<file path="config.mk">
export PLATFORM = sky130hd
export DESIGN_NAME = mem_arbiter
export DESIGN_NICKNAME = d
export VERILOG_FILES = /design/src/rtl/mem_arbiter.sv
export SDC_FILE = /design/constraint.sdc
export NUM_CORES = 1
export LEC_CHECK = 0
export ABC_AREA = 1
export CORE_MARGIN = 10
export CORE_UTILIZATION = 41
export DETAILED_ROUTE_END_ITERATION = 7
export PLACE_DENSITY = 0.81
export SYNTH_ARGS = -nofsm -noshare
export SYNTH_HDL_FRONTEND = slang
export SYNTH_SLANG_ARGS = --single-unit
</file>
<file path="constraint.sdc">
create_clock -name clk -period 2.07 [get_ports clk]
set_clock_uncertainty 0.2 [all_clocks]
set_input_delay 0.3105 -clock clk [delete_from_list [all_inputs] [get_ports clk]]
set_output_delay 0.3105 -clock clk [all_outputs]
set_load 0.1 [all_outputs]
</file>
<file path="src/rtl/mem_arbiter.sv">
// Arbitrates one single-port memory between instruction fetch and load/store, one transaction at a time.
// Default build: data-over-fetch priority with a fetch starvation guard; define ARB_ROUND_ROBIN_EN for alternating priority.
module mem_arbiter #(
    parameter int AW           = 32,
    parameter int DW           = 32,
    parameter int STARVE_LIMIT = 4
) (
    input  logic            clk,
    input  logic            rst_n,
    // fetch port
    input  logic            i_req,
    input  logic [AW-1:0]   i_addr,
    output logic            i_gnt,
    output logic            i_rvalid,
    output logic [DW-1:0]   i_rdata,
    // load/store port
    input  logic            d_req,
    input  logic [DW/8-1:0] d_we,
    input  logic [AW-1:0]   d_addr,
    input  logic [DW-1:0]   d_wdata,
    output logic            d_gnt,
    output logic            d_rvalid,
    output logic [DW-1:0]   d_rdata,
    // memory port
    output logic            m_req,
    output logic [DW/8-1:0] m_we,
    output logic [AW-1:0]   m_addr,
    output logic [DW-1:0]   m_wdata,
    input  logic            m_ack,
    input  logic [DW-1:0]   m_rdata
);

    localparam int BW = DW / 8;
    localparam logic OWN_I = 1'b0;
    localparam logic OWN_D = 1'b1;

    typedef enum logic {IDLE, BUSY} state_t;

    state_t          state_q, state_d;
    logic            owner_q, owner_d;
    logic            m_req_q, m_req_d;
    logic [BW-1:0]   m_we_q, m_we_d;
    logic [AW-1:0]   m_addr_q, m_addr_d;
    logic [DW-1:0]   m_wdata_q, m_wdata_d;
    logic            i_rvalid_q, i_rvalid_d;
    logic [DW-1:0]   i_rdata_q, i_rdata_d;
    logic            d_rvalid_q, d_rvalid_d;
    logic [DW-1:0]   d_rdata_q, d_rdata_d;
    logic            pick_d;

`ifdef ARB_ROUND_ROBIN_EN
    logic last_owner_q, last_owner_d;

    // On a tie the requester that was not served last wins.
    assign pick_d = d_req && (!i_req || (last_owner_q == OWN_I));

    always_comb begin
        last_owner_d = last_owner_q;
        if (d_gnt) begin
            last_owner_d = OWN_D;
        end else if (i_gnt) begin
            last_owner_d = OWN_I;
        end
    end

    always_ff @(posedge clk or negedge rst_n) begin
        if (!rst_n) begin
            last_owner_q <= OWN_I;
        end else begin
            last_owner_q <= last_owner_d;
        end
    end
`else
    localparam int CW = $clog2(STARVE_LIMIT + 1);
    localparam logic [CW-1:0] LIMIT = CW'(STARVE_LIMIT);

    logic [CW-1:0] starve_cnt_q, starve_cnt_d;

    assign pick_d = d_req && !(i_req && (starve_cnt_q == LIMIT));

    // Counts data grants that overtook a waiting fetch; saturates at the limit.
    always_comb begin
        starve_cnt_d = starve_cnt_q;
        if (!i_req || i_gnt) begin
            starve_cnt_d = '0;
        end else if (d_gnt && (starve_cnt_q != LIMIT)) begin
            starve_cnt_d = starve_cnt_q + 1'b1;
        end
    end

    always_ff @(posedge clk or negedge rst_n) begin
        if (!rst_n) begin
            starve_cnt_q <= '0;
        end else begin
            starve_cnt_q <= starve_cnt_d;
        end
    end
`endif

    always_comb begin
        state_d    = state_q;
        owner_d    = owner_q;
        m_req_d    = m_req_q;
        m_we_d     = m_we_q;
        m_addr_d   = m_addr_q;
        m_wdata_d  = m_wdata_q;
        i_rvalid_d = 1'b0;
        i_rdata_d  = i_rdata_q;
        d_rvalid_d = 1'b0;
        d_rdata_d  = d_rdata_q;
        i_gnt      = 1'b0;
        d_gnt      = 1'b0;

        if (state_q == IDLE) begin
            if (i_req || d_req) begin
                state_d = BUSY;
                m_req_d = 1'b1;
                if (pick_d) begin
                    d_gnt     = 1'b1;
                    owner_d   = OWN_D;
                    m_we_d    = d_we;
                    m_addr_d  = d_addr;
                    m_wdata_d = d_wdata;
                end else begin
                    i_gnt     = 1'b1;
                    owner_d   = OWN_I;
                    m_we_d    = '0;
                    m_addr_d  = i_addr;
                    m_wdata_d = '0;
                end
            end
        end else if (m_ack) begin
            state_d = IDLE;
            m_req_d = 1'b0;
            if (owner_q == OWN_D) begin
                d_rvalid_d = 1'b1;
                d_rdata_d  = (m_we_q == '0) ? m_rdata : '0;
            end else begin
                i_rvalid_d = 1'b1;
                i_rdata_d  = m_rdata;
            end
        end
    end

    always_ff @(posedge clk or negedge rst_n) begin
        if (!rst_n) begin
            state_q    <= IDLE;
            owner_q    <= OWN_I;
            m_req_q    <= 1'b0;
            m_we_q     <= '0;
            m_addr_q   <= '0;
            m_wdata_q  <= '0;
            i_rvalid_q <= 1'b0;
            i_rdata_q  <= '0;
            d_rvalid_q <= 1'b0;
            d_rdata_q  <= '0;
        end else begin
            state_q    <= state_d;
            owner_q    <= owner_d;
            m_req_q    <= m_req_d;
            m_we_q     <= m_we_d;
            m_addr_q   <= m_addr_d;
            m_wdata_q  <= m_wdata_d;
            i_rvalid_q <= i_rvalid_d;
            i_rdata_q  <= i_rdata_d;
            d_rvalid_q <= d_rvalid_d;
            d_rdata_q  <= d_rdata_d;
        end
    end

    assign m_req    = m_req_q;
    assign m_we     = m_we_q;
    assign m_addr   = m_addr_q;
    assign m_wdata  = m_wdata_q;
    assign i_rvalid = i_rvalid_q;
    assign i_rdata  = i_rdata_q;
    assign d_rvalid = d_rvalid_q;
    assign d_rdata  = d_rdata_q;

endmodule

</file>
---- After elaboration in Yosys (flattened, before gate mapping) ----
Cells that the tools add are included.
storage, ports and cells
  flip-flop bits (word level) ............. 140
  input port bits ......................... 137
  output and inout bits ................... 137
  word-level logic and storage cells ...... 55
operators by class
  add/sub/neg operators ................... 1
  eq/ne operators ......................... 3
  muxes and demuxes ....................... 24
  bitwise logic cells ..................... 2
  reductions and logical operators ........ 14
operator list
  kind                                                           count
  32-bit two-way mux                                             3
  1-bit two-way mux                                              18
  3-bit two-way mux                                              2
  3-bit AND reduction                                            2
  4-bit zero test                                                1
  4-bit two-way mux                                              1
  2-bit AND reduction                                            2
  2-bit nonzero test                                             2
  3-bit by 1-bit adder with 3-bit output, second input constant  1
  3-bit == test, second input constant                           1
  1-bit logical AND                                              3
  3-bit != test, second input constant                           1
  1-bit zero test                                                2
  1-bit logical OR                                               2
  2-bit != test, second input constant                           1
  1-bit inverter                                                 2

---- Logic depth before layout (Yosys ltp) ----
  word-level depth ........................ 10
  depth in mapped cells ................... 8
  depth with buffers taken out ............ 8

---- Least setup slack after synthesis ----
No wires, ideal clock.
  path type ............................... reg2reg
  start point ............................. reg starve_cnt_q[0]
  end point ............................... reg m_addr_q[24] (netlist: m_addr[24])
  library setup time ...................... 0.132 ns
  arrival time ............................ 1.852 ns
  data required time ...................... 1.738 ns
  setup slack ............................. -0.114 ns
  cell stages (with the launch flop) ...... 9
  path buffers ............................ 0
  period minus slack after synthesis ...... 2.184 ns
  path through ............................ dfrtp_1 inv_1 ha_1 nand3_1 nand2_1 nand2_1 clkinv_1 nand2_1 nand3_1
on the way
  longest elaborated chain between the ends .. 5
RTL lines
  what                    RTL line  source
  from (decl)             77        logic [CW-1:0] starve_cnt_q, starve_cnt_d;
  from (signal assigned)  95        starve_cnt_q <= starve_cnt_d;
  3-bit == test           79        assign pick_d = d_req && !(i_req && (starve_cnt_q == LIMIT));
  1-bit logical AND       79
  1-bit zero test         79
  1-bit logical AND       79
  32-bit two-way mux      118       if (pick_d) begin
  to (signal assigned)    162       m_addr_q <= m_addr_d;
  to (decl)               43        logic [AW-1:0] m_addr_q, m_addr_d;
Every way passes these cells.
A chain may end at the register's enable or synchronous reset.

---- Worst setup path after layout ----
  start point ............................. reg starve_cnt_q[0]
  end point ............................... out i_gnt
on the way
  longest elaborated chain between the ends .. 7
RTL lines
  what               RTL line  source
  3-bit == test      79
  1-bit logical AND  79
  1-bit zero test    79
  1-bit logical AND  79
  1-bit two-way mux  118
  1-bit two-way mux  115       if (i_req || d_req) begin
  1-bit two-way mux  114       if (state_q == IDLE) begin
  to (decl)          13        output logic i_gnt,
Every way passes these cells.

==> impl_results.rst <==
.. list-table::
   :header-rows: 1

   * - Metric
     - Value
   * - Outcome
     - finished clean
   * - Total of flip-flops plus latches after synthesis
     - 140
   * - Antenna violations before repair
     - 0
   * - Pin count of the biggest net entering global routing
     - 54
   * - Initial Utilization
     - 41.44%
   * - Number of vias after detailed routing
     - 5416
   * - Share of the cycle needed by the critical path after routing
     - 97.49%
   * - Post-synthesis mux area share
     - 0%
   * - Reg2Reg Launch Point
     - starve_cnt_q[0]
   * - Slowest cell on crit path
     - sky130_fd_sc_hd__dfrtp_1
   * - Overall die area
     - 19040 sq um
   * - Leak
     - 4.845 nW
   * - Pins over their slew limit
     - 0
   * - Cell types occupying the most area after synthesis
     - sky130_fd_sc_hd__dfrtp_1 61%, sky130_fd_sc_hd__nand2_1 26%, sky130_fd_sc_hd__o21ai_1 3.1%
   * - Clock Power Share
     - 22.6%
   * - Share of synthesized cell area in and, or, nand and nor gates
     - 29.09%
   * - Fill cells
     - 1144
   * - Internal power
     - 6.960 mW
   * - Residual antenna-violating net count after detailed routing
     - 0
   * - Critical Path AT
     - 1.51 ns
   * - First-pass GRT wire length
     - 28.12 mm
   * - Nature of the critical path endpoint
     - output pin
   * - Mapped Cells
     - 688
   * - Sequential Area
     - 3503 sq um
   * - Half-perimeter wire length after placement
     - 13.73 mm
   * - Post-route core utilization
     - 66.73%
   * - Critical Path Most Common Cell
     - sky130_fd_sc_hd__nand2_4
   * - Sequential share of power
     - 26.2%
   * - Post-route cell area
     - 9191 sq um
   * - Count of unresolved DRC violations after routing
     - 0
   * - Classification of the worst-slack hold path
     - input port to asynchronous set/reset pin
   * - Antenna cell count
     - 0
   * - XOR/XNOR share of the synthesized area
     - 0%
   * - Die height
     - 138.0 microns
   * - Worst voltage drop across the vdd grid
     - 0.0006915 V
   * - Detailed-route wire length
     - 18.56 mm
   * - Number of port buffers
     - 273
   * - Reg-to-Reg End
     - m_addr[22]
   * - Die width
     - 138.0 microns
   * - Boundary Pins
     - 274
   * - Clock buffer depth
     - 2
   * - Root Buffer
     - sky130_fd_sc_hd__clkbuf_16
   * - Logic pwr share
     - 51.2%
   * - Reg2Reg Setup Slack
     - 0.30 ns
   * - Total placed instance area
     - 8457 sq um
   * - Worst Path Required
     - 1.56 ns
   * - Post-synth design cell area
     - 5708 sq um
   * - Final worst path period need
     - 2.018 ns
   * - Synth top area share
     - 61.38%
   * - Area of the multi-input gates
     - 1949 sq um
   * - List of cells traversed by the critical path
     - inv_2 > ha_4 > nand3_4 > nand2_4 > nand2_4 > clkinv_4 > buf_12
   * - Actual transition at the worst max-transition pin
     - 0.3810 ns
   * - Crit path largest cell delay
     - 0.39 ns
   * - Crit path max fanout
     - 2
   * - Cell type with the highest aggregate area in the netlist
     - sky130_fd_sc_hd__dfrtp_1
   * - Fraction of power spent switching nets
     - 51.70%
   * - Length of the first detailed-routing pass in iterations
     - 4
   * - Fraction of layout instances using a drive strength above 1
     - 21.12%
   * - Headroom to the max-slew limit
     - 74.60%
   * - Post-DR vias/cell
     - 4.649
   * - Sum of negative setup slack
     - 0 ns
   * - Clk pin slew, worst setup/hold paths
     - 0.06 ns
   * - Power dissipated by switching net loads
     - 7.449 mW
   * - Number of violations reported at the end of detailed-routing iteration 0
     - 269
   * - Seq/Total Area, Yosys
     - 61.38%
   * - Num Clock Sinks
     - 140
   * - Distinct cell type count after synthesis
     - 18
   * - CP Class
     - register to output pin
   * - R2R cell count
     - 10
   * - Number of rows in the core area
     - 43
   * - Tot Pwr
     - 14.41 mW
   * - Layout Nets
     - 1111
   * - Setup violators final
     - 0
   * - Via count of the first global-routing pass
     - 5337
   * - Number of CTS-inserted buffers
     - 17
   * - Max Cap Violations
     - 0
   * - Clock latency on the worst-skew pair
     - 0.41 ns
   * - Remaining global-route overflow
     - 0
   * - Final-report hold violation count
     - 0
   * - Level count of the clock H-tree
     - 4
   * - Placer's final routability congestion estimate
     - 0.8171
   * - Tightest hold margin
     - 0.1609 ns
   * - Pwr/cell area
     - 1568 nW/um^2
   * - Type of origin of the critical path
     - register
   * - Compound-cell area share of the yosys netlist
     - 3.836%
   * - Placeable core region
     - 13770 sq um
   * - RSZ-0062 raised after global routing
     - true
   * - Routed len/inst
     - 15.93 microns
   * - Yosys warning total
     - 0
   * - Syn Area/Cell
     - 8.296 sq um
   * - Adder-cell share of the synthesized area
     - 0.4384%
   * - Overall track demand over capacity in global routing
     - 18.95%
   * - Maximum clock rate
     - 0.4955 GHz
   * - Main combinational cell family by area after synthesis
     - simple AND/OR/NAND/NOR gates
   * - Clock tree from TritonCTS
     - done
   * - Post-Syn Nets
     - 827
   * - Area overhead of the layout relative to synthesis
     - 61.03%
## kinds of logic after synthesis
kind of cell / Yosys count
adders and majority gates: 2
buffers and inverters: 67
DFF: 140
and+or+nand+nor: 436
AOI/OAI and AO/OA: 43
## state kept, by name (all words and copies together), names as in the netlist
name and flops:
m_addr 32, m_we 4, state_q 1, d_rdata 32
i_rvalid 1, m_req 1, m_wdata 32, starve_cnt_q 3
i_rdata 32, d_rvalid 1, owner_q 1
## cell type report
cell class / count / share of cell area [%]
clock buffer: 20 / 4.969
clock inverter: 12 / 2.001
inverter: 35 / 1.484
multi-input combinational: 481 / 21.21
sequential: 140 / 38.12
tap: 180 / 2.450
timing repair buffer: 297 / 29.77
## layout by cell type, fill, tap and decap left out, drive strengths merged
master / count
inv: 37
a21oi: 4
clkinv: 4
ha: 2
clkinvlp: 2
nand3: 9
o22ai: 1
nor2: 33
a21boi: 1
bufinv: 4
dfrtp: 140
clkdlybuf4s50: 135
clkbuf: 20
dlygate4sd3: 1
buf: 161
nand2: 394
o21ai: 37
## cells in the mapped netlist
| cell type | count |
|---|---|
| sky130_fd_sc_hd__a21boi_0 | 1 |
| sky130_fd_sc_hd__a21oi_1 | 4 |
| sky130_fd_sc_hd__buf_2 | 15 |
| sky130_fd_sc_hd__buf_4 | 8 |
| sky130_fd_sc_hd__clkbuf_1 | 9 |
| sky130_fd_sc_hd__clkinv_1 | 1 |
| sky130_fd_sc_hd__dfrtp_1 | 140 |
| sky130_fd_sc_hd__ha_1 | 2 |
| sky130_fd_sc_hd__inv_1 | 29 |
| sky130_fd_sc_hd__inv_2 | 5 |
| sky130_fd_sc_hd__nand2_1 | 394 |
| sky130_fd_sc_hd__nand3_1 | 9 |
| sky130_fd_sc_hd__nor2_1 | 30 |
| sky130_fd_sc_hd__nor2_2 | 2 |
| sky130_fd_sc_hd__nor2_4 | 1 |
| sky130_fd_sc_hd__o21ai_0 | 2 |
| sky130_fd_sc_hd__o21ai_1 | 35 |
| sky130_fd_sc_hd__o22ai_1 | 1 |
## critical path: cells and delay by family (launching register included)
kind	cells	cell delay, ns
flip-flops	1	0.39
buffers and inverters	3	0.31
AND/OR/NAND/NOR	3	0.25
adder cells (fa/ha/maj)	1	0.14
## power groups by stage
stage	combinational [mW]	sequential [mW]	clock, mW
6_report	7.38	3.77	3.26
5_1_grt	7.64	3.85	3.41
4_1_cts	7.44	3.77	3.31
3_5_place_dp	7.41	3.81	0
3_3_place_gp	7.36	3.79	0
2_1_floorplan	0.786	8.50	0
## how the worst max path moves through the flow
stage                    startpoint  endpoint  slack, ns
global route        starve_cnt_q[0]     i_gnt      -0.01
detailed placement            i_req     i_gnt       0.10
CTS                 starve_cnt_q[0]     i_gnt       0.01
finish              starve_cnt_q[0]     i_gnt       0.05
floorplan           starve_cnt_q[0]     d_gnt       0.18
global placement              i_req     i_gnt       0.12
## through the flow
step	setup WS, ns	std cells
6_report	0.05201	1165
3_3_place_gp	0.1234	1127
3_5_place_dp	0.1032	1127
2_1_floorplan	0.1796	688
4_1_cts	0.01388	1163
5_1_grt	-0.01466	1165
## per-layer routing
metal	part of all wire, %	vias to the layer above	track usage [%]
met2	49	199	31.59
li1	-	2662	-
met5	0	-	0
met1	39	2525	21.83
met4	2.5	0	6.721
met3	9.5	30	7.174
## timing repair
item                                   in CTS  in global routing
buffers inserted                            3                  2
pin swaps                                   2                  1
setup endpoints to repair                   2                  1
resized for setup                           9                  2
hold buffers                                1                  0
endpoints found under the hold margin     129                  0
Note: power is estimated with default switching activity, not from simulation.
